[src/rtl/comp16_argmax_seq.sv]
// Streaming argmax engine that time-multiplexes one COMP16 greater-than comparator.
// Beats are registered in stage 1 and compared against the running maximum in stage 2.

module comp16 (
    input  logic [15:0] x_a_i,
    input  logic [15:0] x_b_i,
    output logic        wx_o
);
    assign wx_o = (x_a_i > x_b_i);
endmodule

// state | meaning
// IDLE  | waiting for the first beat of a stream
// RUN   | accepting beats, comparing the previous one
// FLUSH | last beat sits in stage 1, final compare this cycle
// DONE  | result presented, waiting for out_ready_i
module comp16_argmax_seq #(
    parameter int IDX_W = 8
) (
    input  logic               clk_i,
    input  logic               rst_i,
    input  logic               sync_clr_i,
    input  logic               in_valid_i,
    output logic               in_ready_o,
    input  logic [15:0]        in_data_i,
    input  logic               in_last_i,
    output logic               out_valid_o,
    input  logic               out_ready_i,
    output logic [15:0]        out_max_o,
    output logic [IDX_W-1:0]   out_idx_o,
    output logic [IDX_W:0]     out_len_o,
    output logic               out_ovf_o
);
    localparam int CNT_W = IDX_W + 1;

    typedef enum logic [1:0] {S_IDLE, S_RUN, S_FLUSH, S_DONE} state_t;

    state_t             state_q, state_d;
    logic               s_valid_q, s_valid_d;
    logic [15:0]        s_data_q, s_data_d;
    logic [IDX_W-1:0]   s_idx_q, s_idx_d;
    logic               s_last_q, s_last_d;
    logic [CNT_W-1:0]   cnt_q, cnt_d;
    logic               ovf_q, ovf_d;
    logic [15:0]        max_q, max_d;
    logic [IDX_W-1:0]   max_idx_q, max_idx_d;
    logic               max_vld_q, max_vld_d;
    logic [15:0]        out_max_q, out_max_d;
    logic [IDX_W-1:0]   out_idx_q, out_idx_d;
    logic [CNT_W-1:0]   out_len_q, out_len_d;
    logic               out_ovf_q, out_ovf_d;

    logic               wx;
    logic               accept;
    logic               take;
    logic               capture;

    comp16 u_comp16 (
        .x_a_i (s_data_q),
        .x_b_i (max_q),
        .wx_o  (wx)
    );

    // Reset gates in_ready_o directly so it reads low for the whole reset pulse.
    assign in_ready_o  = ((state_q == S_IDLE) || (state_q == S_RUN)) && !rst_i;
    assign out_valid_o = (state_q == S_DONE);
    assign out_max_o   = out_max_q;
    assign out_idx_o   = out_idx_q;
    assign out_len_o   = out_len_q;
    assign out_ovf_o   = out_ovf_q;

    always_comb begin
        state_d   = state_q;
        accept    = in_valid_i && in_ready_o && !sync_clr_i;
        take      = s_valid_q && (!max_vld_q || wx);
        capture   = 1'b0;

        s_valid_d = accept;
        s_data_d  = s_data_q;
        s_idx_d   = s_idx_q;
        s_last_d  = s_last_q;
        cnt_d     = cnt_q;
        ovf_d     = ovf_q;

        max_d     = take ? s_data_q : max_q;
        max_idx_d = take ? s_idx_q : max_idx_q;
        max_vld_d = max_vld_q || s_valid_q;

        if (accept) begin
            s_data_d = in_data_i;
            s_last_d = in_last_i;
            // Indices past the representable range all collapse onto the top index.
            s_idx_d  = cnt_q[IDX_W] ? {IDX_W{1'b1}} : cnt_q[IDX_W-1:0];
            ovf_d    = ovf_q || cnt_q[IDX_W];
            cnt_d    = (cnt_q == {CNT_W{1'b1}}) ? cnt_q : cnt_q + CNT_W'(1);
        end

        case (state_q)
            S_IDLE: begin
                if (accept) state_d = in_last_i ? S_FLUSH : S_RUN;
            end
            S_RUN: begin
                if (accept && in_last_i) state_d = S_FLUSH;
            end
            S_FLUSH: begin
                if (s_valid_q && s_last_q) begin
                    state_d = S_DONE;
                    capture = 1'b1;
                end
            end
            S_DONE: begin
                if (out_ready_i) begin
                    state_d   = S_IDLE;
                    max_vld_d = 1'b0;
                    cnt_d     = '0;
                    ovf_d     = 1'b0;
                end
            end
            default: state_d = S_IDLE;
        endcase

        if (sync_clr_i) begin
            state_d   = S_IDLE;
            s_valid_d = 1'b0;
            max_vld_d = 1'b0;
            cnt_d     = '0;
            ovf_d     = 1'b0;
            capture   = 1'b0;
        end

        out_max_d = capture ? max_d     : out_max_q;
        out_idx_d = capture ? max_idx_d : out_idx_q;
        out_len_d = capture ? cnt_d     : out_len_q;
        out_ovf_d = capture ? ovf_d     : out_ovf_q;
    end

    always_ff @(posedge clk_i or posedge rst_i) begin
        if (rst_i) begin
            state_q   <= S_IDLE;
            s_valid_q <= 1'b0;
            s_data_q  <= '0;
            s_idx_q   <= '0;
            s_last_q  <= 1'b0;
            cnt_q     <= '0;
            ovf_q     <= 1'b0;
            max_q     <= '0;
            max_idx_q <= '0;
            max_vld_q <= 1'b0;
            out_max_q <= '0;
            out_idx_q <= '0;
            out_len_q <= '0;
            out_ovf_q <= 1'b0;
        end else begin
            state_q   <= state_d;
            s_valid_q <= s_valid_d;
            s_data_q  <= s_data_d;
            s_idx_q   <= s_idx_d;
            s_last_q  <= s_last_d;
            cnt_q     <= cnt_d;
            ovf_q     <= ovf_d;
            max_q     <= max_d;
            max_idx_q <= max_idx_d;
            max_vld_q <= max_vld_d;
            out_max_q <= out_max_d;
            out_idx_q <= out_idx_d;
            out_len_q <= out_len_d;
            out_ovf_q <= out_ovf_d;
        end
    end
endmodule

[config.mk]
export PLATFORM = sky130hd
export DESIGN_NAME = comp16_argmax_seq
export DESIGN_NICKNAME = d
export VERILOG_FILES = /design/src/rtl/comp16_argmax_seq.sv
export SDC_FILE = /design/constraint.sdc
export NUM_CORES = 1
export LEC_CHECK = 0
export CAP_MARGIN = 20
export CORE_MARGIN = 3
export CORE_UTILIZATION = 55
export DETAILED_ROUTE_END_ITERATION = 16
export PLACE_DENSITY = 0.8
export SKIP_LAST_GASP = 1
export SLEW_MARGIN = 5
export SYNTH_ARGS = -nofsm -noshare
export SYNTH_HDL_FRONTEND = slang
export SYNTH_SLANG_ARGS = --single-unit
export TNS_END_PERCENT = 10
[constraint.sdc]
create_clock -name clk_i -period 8.44 [get_ports clk_i]
set_input_delay 1.688 -clock clk_i [delete_from_list [all_inputs] [get_ports clk_i]]
set_output_delay 1.688 -clock clk_i [all_outputs]
set_load 0.005 [all_outputs]
==> flow_metrics.py <==
metrics = {
    "clock_tree": {
        "postCtsHoldBufs": 0,
        "cts_inserted_buffers": 9,
        "postCtsSetupBuffers": 0,
        "cts.htree.levels": 3,
        "clock_sink_count": 97,
        "post_cts.resized_instances": 0,
        "worst_skew_pair.late_latency_ns": 0.35,
        "clk_pin_slew_ns": 0.09,
        "ctsRootBufferMaster": "clkbuf_8",
        "clock_tree.buffer_depth": 2,
        "tritoncts_clock_tree": "built",
    },
    "sta": {
        "hold_viol": 0,
        "final_number_of_setup_violating_endpoints": 0,
        "timing.max_slew.rel_slack": 0.489,
        "max_freq_mhz": 225,
        "final.setup_skew_ns": 0.00878,
        "tns_ns": 0,
        "report.final.slew_viol_count": 0,
        "share_of_the_clock_period_used_by_the_worst_path": 0.526,
        "worstMarginPinSlew_ns": 0.766,
        "fin_worst_hold_slack_ns": 0.493,
        "finalWorstPathRequiredPeriod_ns": 4.44,
        "setup_repair_after_global_routing_missed_its_margin": "no",
    },
    "synthesis": {
        "mappedNetlistNets": 391,
        "synth.avg_cell_area_um2": 12.7,
        "synth.cell_area_um2": 4400,
        "postSynth.asyncResetShare": 1.00,
        "synth_enable_flop_cells": 0,
        "synth_warnings": 0,
        "yosys.cell_types.count": 36,
        "ys_dominant_reg_cell": "dfrtp_1",
        "syn_inst": 347,
        "synth_sequential_area_ratio": 0.551,
        "synth.ff_latch_count": 97,
    },
    "placed_design": {
        "gp_routability_congestion": 0.880,
        "number_of_cells_after_detailed_placement": 495,
        "portBuffers": 57,
        "dp_hpwl_um": 5590,
    },
    "cells_and_area": {
        "final_layout_size_suffix_gt1_frac": 0.231,
        "antenna-diode-count": 0,
        "area_growth_pct": 19.3,
        "finalCoreUtilization": 0.698,
        "finish.net_count": 451,
        "final-instance-count-excl-fill": 511,
        "fill_cells": 563,
    },
    "global_route": {
        "grt_use_total": 0.198,
        "grt_first_pass_wirelength_um": 13800,
        "grt_overflow_total": 0,
        "grt_pass1_vias": 2892,
        "pin_count_of_the_biggest_net_entering_global_routing": 54,
        "grt_antenna_before_repair": 0,
    },
    "floorplanning": {
        "fp.coreArea_um2": 7520,
        "die-height_um": 95.5,
        "die_width_um": 95.5,
        "total_die_area_um2": 9110,
        "initial_utilization": 0.585,
        "num_rows": 31,
        "io-pin-count": 58,
    },
    "drt": {
        "detailroute.via_count": 2796,
        "final_antenna_net_count": 0,
        "detail_route.wl_per_cell_um": 15.8,
        "final_routed_wirelength_across_all_metal_layers_um": 8100,
        "firstDrtPassIters": 4,
        "first_iter_violations": 82,
        "route.detailed.drc": 0,
        "detail_route.vias_per_cell": 5.47,
    },
    "critical_path": {
        "critical_path_startpoint_category": "primary input",
        "critical_path.endpoint_type": "output port",
        "worst_r2r_endpoint": "out_idx_o[7]",
        "worst-endpoint-arrival_ns": 2.75,
        "crit_path_max_fanout": 3,
        "critical-path-slowest-cell": "clkdlybuf4s50_1",
        "critical_path_buf_inv_count": 2,
        "crit-reg2reg-launch": "s_data_q[13]",
        "ff2ff_setup_slack_ns": 5.20,
        "critPathTopFamily": "buffers and inverters",
        "crit_chain": "clkdlybuf4s50_1 > nor2_1 > clkdlybuf4s50_1",
        "rr_worst_depth": 8,
        "cp_common_cell": "clkdlybuf4s50_1",
        "worstSetupPathType": "in2out",
        "worst-endpoint-required_ns": 6.75,
        "worst_path_largest_cell_delay_ns": 0.50,
    },
    "min_path": {
        "worst_hold_path.endpoint": "ovf_q",
        "timing.hold.worst.class": "reg2reg",
        "min-delay-start": "ovf_q",
        "worstHoldPathCells": 2,
    },
    "power": {
        "pwr_density_cell_nw_per_um2": 303,
        "p_total_uw": 1590,
        "power.leakage_uw": 0.00244,
        "power.ir.vdd_worst_uv": 166,
    },
    "outcome": {
        "outcome": "finished clean",
    },
    "flow_run": {
        "maxCapViolCount": 0,
    },
}
==> worst max-delay path by stage <==
| stage | end | from | slack [ns] | depth (start not counted) |
|---|---|---|---|---|
| after floorplan | cnt_q[0] | rst_i | 4.22 | 1 |
| after global placement | in_ready_o | rst_i | 4.00 | 3 |
| after detailed placement | in_ready_o | rst_i | 4.00 | 3 |
| after CTS | in_ready_o | rst_i | 3.99 | 3 |
| after global routing | in_ready_o | rst_i | 3.94 | 3 |
| final | in_ready_o | rst_i | 4.00 | 3 |
==> power breakdown <==
group	switching (µW)	leakage [µW]	internal (µW)
Clock	157	0.0000968	116
Sequential	103	0.00125	629
Combinational	249	0.00110	337
Total	508	0.00244	1080
==> Yosys cell counts (2+ instances only) <==
cell type,number,area share
inv_1,21,0.018
nand4_1,4,0.0057
and3_1,3,0.0043
a21o_1,2,0.0034
o31ai_1,6,0.010
clkbuf_1,7,0.0060
buf_6,2,0.0051
nor2b_1,3,0.0043
a21oi_1,21,0.024
a211oi_1,2,0.0034
mux2_4,27,0.092
nand2b_1,2,0.0028
dfrtp_1,97,0.55
o21ai_0,8,0.0091
xor2_1,2,0.0040
nand2_1,17,0.014
buf_1,2,0.0017
mux2_2,39,0.10
xnor2_1,4,0.0080
nand3_1,6,0.0068
ha_1,22,0.063
nor3_1,3,0.0034
nor2_1,34,0.029
==> worst register-to-register path, delay by kind of cell (launching register included) <==
| family | cells | cell delay [ns] |
|---|---|---|
| compound gates | 4 | 1.29 |
| fa+ha+maj | 1 | 0.34 |
| buf+inv | 1 | 0.42 |
| flops | 1 | 0.42 |
| mux | 2 | 0.66 |
==> cells in the final DEF, fill, tap and decap left out, drive strengths merged <==
master,netlist,routed
clkbuf,7,10
ha,22,22
nor4,1,1
a211oi,2,2
clkinv,0,5
o311ai,1,1
and3,3,3
nand2,17,17
a21boi,1,1
clkdlybuf4s50,0,57
xor2,2,2
o21a,1,1
inv,21,22
nand2b,2,2
nor2b,3,3
xnor2,4,4
nand3,6,6
o21ai,8,8
a2111o,1,1
mux2i,1,1
a41oi,1,1
a21oi,21,21
nand4,5,5
dfrtp,97,97
a21o,2,2
a31o,1,1
or2,1,1
buf,5,4
a211o,1,1
nor2,34,34
o31ai,6,6
nor3,3,3
o211ai,1,1
mux2,66,66
==> logic make-up (layout without fill, tap and decap cells) <==
kind of cell / after synthesis / count (layout) / share of synthesized area
flops: 97 / 97 / 0.551
simple gates: 75 / 75 / 0.0779
mux: 67 / 67 / 0.194
compound gates: 47 / 47 / 0.0705
buf+inv: 33 / 98 / 0.0318
fa+ha+maj: 22 / 22 / 0.0625
xor+xnor: 6 / 6 / 0.0119
==> metal layers <==
metal | vias to the layer above | part of all wire | GRT usage
li1 | 1326 | - | -
met1 | 1397 | 0.47 | 0.264
met2 | 65 | 0.48 | 0.317
met3 | 8 | 0.041 | 0.0489
met4 | 0 | 0.012 | 0.0687
met5 | - | 0 | 0
==> state kept, by name (all words and copies together) (netlist names) <==
register and flops:
out_ovf_o 1, max_idx_q 8, state_q 2, max_q 16, cnt_q 9, max_vld_q 1
s_last_q 1, out_idx_o 8, out_len_o 9, s_idx_q 8, s_data_q 16, ovf_q 1
out_max_o 16, s_valid_q 1
==> cell type report <==
class	count	area (µm²)	area share
inverter	21	80.1	0.0152
timing repair buffer	61	601	0.114
multi-input combinational	217	1840	0.351
clock buffer	10	138	0.0262
sequential	97	2430	0.462
tap	99	124	0.0236
clock inverter	6	41.3	0.00786
==> metrics by stage <==
stage | setup WS (ns) | cell area (µm²)
final | 4.00 | 5250
after global routing | 3.94 | 5250
after CTS | 3.99 | 5250
after detailed placement | 4.00 | 5070
after global placement | 4.00 | 5070
after floorplan | 4.22 | 4400
(Power assumes the default switching activity.)
==> RTL edit: new RTL, same flow settings <==
Take the reset off `s_data_q` and load it in a clocked block of its own.
--- a/src/rtl/comp16_argmax_seq.sv
+++ b/src/rtl/comp16_argmax_seq.sv
@@ -140,3 +140,2 @@
             s_valid_q <= 1'b0;
-            s_data_q  <= '0;
             s_idx_q   <= '0;
@@ -155,3 +154,2 @@
             s_valid_q <= s_valid_d;
-            s_data_q  <= s_data_d;
             s_idx_q   <= s_idx_d;
@@ -169,2 +167,6 @@
     end
+
+    always_ff @(posedge clk_i) begin
+        s_data_q <= s_data_d;
+    end
 endmodule
Formal check against the unedited RTL: same outputs for any inputs over 10 cycles, from zero or initial values and one cycle with rst_i high; that may be too few to reach the edited logic, so the function may still have changed.
==> RTL edit against the original RTL <==
Setup slack worse by 4.1 ps. Largest cell class unchanged. Final area fell by 0.81%. Highest routed layer unchanged. Synthesized area decreased by 0.97%. Utilization decreased by 0.21 points. Routed wire length is 12% higher. Total power is 3.6% lower. Final cell count grew 12%. Sequential share of layout area is 1.9 points higher. Critical endpoint unchanged. Non-clock buffer count is 3 higher. Sequential cell count unchanged.
==> RTL edit: results (changes against the original RTL) <==
Final Skew=11.63 ps (+2.846 ps); Worst VDD drop=0.0001734 V (+4.2%); Synth top cells by count=dfrtp_1, nor2_1, nand2_1; initial antenna violation count=0 (unchanged); Worst-path clk slew=90 ps (about the same); worst-path fanout max=3 (unchanged); post-route minimum period=4444 ps (+4.060 ps); DRT met1 WL=4.009 mm (+6.4%); CP max-delay cell=clkdlybuf4s50_1; GPL Wtd Cong=0.8285 (-5.8%); EDFF count, synth=16 (+16); CTS Root Cell=clkbuf_8; via count=3168 (+13%); sequential power=719 uW (-2%); post-synthesis cell type count=43 (+19%); worst slack, placed=4007 ps (+4.480 ps); worst skew pair latency=370 ps (+20 ps); met3 wire length=491 um (+48%); Sw Share=34.18% (+2.2 points); critical path arrival=2760 ps (about the same); Reg2Reg Setup Slack=5560 ps (+360 ps); share of post-route cells with drive strength above 1=11.18% (-12 points); met3 Usage GRT=5.919% (+1.0 points); fill cell count=552 (-2.0%); CP top delay family=buffers and inverters; vias in the first global route=3295 (+14%); CP max stage delay=510 ps; H-Tree Depth=3 (unchanged); port bufs=57 (unchanged); WL final=9.108 mm (+12%); sequential share of the synthesized area=57.50% (+2.4 points); post_cts resized=0 (unchanged); status=completed; wire length on met2=4.497 mm (+15%); first-pass GRT wire length=15.47 mm (+12%); GR Util met2=36.70% (+5.0 points); HPWL Detailed=6.236 mm (+12%); top sig layer=met4; Max Root-Sink Buffers=2 (unchanged); Slew HR=33.21% (-16 points); Synth area leaders=dfrtp_1, edfxtp_1, ha_1; TritonCTS Buffers=9 (unchanged); fin nets=513 (+14%); ANT cells=0 (unchanged); warning count from the yosys run=0 (unchanged); total track usage=22.25% (+2.5 points); FFs w/ async S/R, synth=83.51% (-16 points); Starting DRT DRC Count=210 (+160%); M1 GR Usage=28.68% (+2.3 points); leak pwr=2.263 nW (-7.4%); Post-CTS Setup Inserts=0 (unchanged); Comb power=539 uW (-7.9%); post-synth net total=460 (+18%); worst hold path class=flop to flop; Pre-antenna DRT Iters=5 (+1); largest net degree at the start of global routing=82 (+52%)
[RTL edit: cell count changes in the layout (fill, tap and decap cells not counted), sizes merged, moves of 3 or more]
cell | before | now
nand3 | 6 | 26
buf | 4 | 7
nor2 | 34 | 56
xnor2 | 4 | 1
nand2 | 17 | 49
mux2 | 66 | 2
dfrtp | 97 | 81
a31oi | 0 | 24
edfxtp | 0 | 16
o21ai | 8 | 32
[RTL edit: cell families (layout without fill, tap and decap cells)]
kind of cell,Yosys count,count (layout),share of synthesized area (%)
AO/OA/AOI/OAI,92,92,14.09
multiplexers,4,4,0.9756
adder cells (fa/ha/maj),22,22,6.313
flip-flops,97,97,57.50
AND/OR/NAND/NOR,153,153,15.61
XOR/XNOR,5,5,1.004
buffers and inverters,43,101,4.505
[RTL edit: through the flow]
step	utilization [%]	cells	instance area (um2)	hold slack, ps	power, mW
3_5_place_dp	66.69	555	4992	462.1	1.267
5_1_grt	69.61	573	5211	513.7	1.649
6_report	69.61	573	5211	494.6	1.534
2_1_floorplan	-	416	4360	455.4	1.031
4_1_cts	69.05	571	5169	496.6	1.543
3_3_place_gp	66.69	555	4992	463.9	1.226
[RTL edit: final cells by class]
class	instances	area share (%)
clock buffer	9	2.377
timing repair buffer	64	12.48
multi-input combinational	276	32.12
sequential	97	48.12
clock inverter	7	1.008
tap	99	2.377
inverter	21	1.513
[RTL edit: worst paths after layout]
path / from / endpoint / cells past startpoint
setup / recovery: rst_i / in_ready_o / 3
hold / removal: max_idx_q[6] / max_idx_q[6] / 2
setup reg to reg: s_data_q[14] / out_idx_o[7] / 8
hold reg to reg: max_idx_q[6] / max_idx_q[6] / 2
max in group asynchronous: rst_i / out_max_o[13] / 3
min in group asynchronous: rst_i / s_last_q / 3
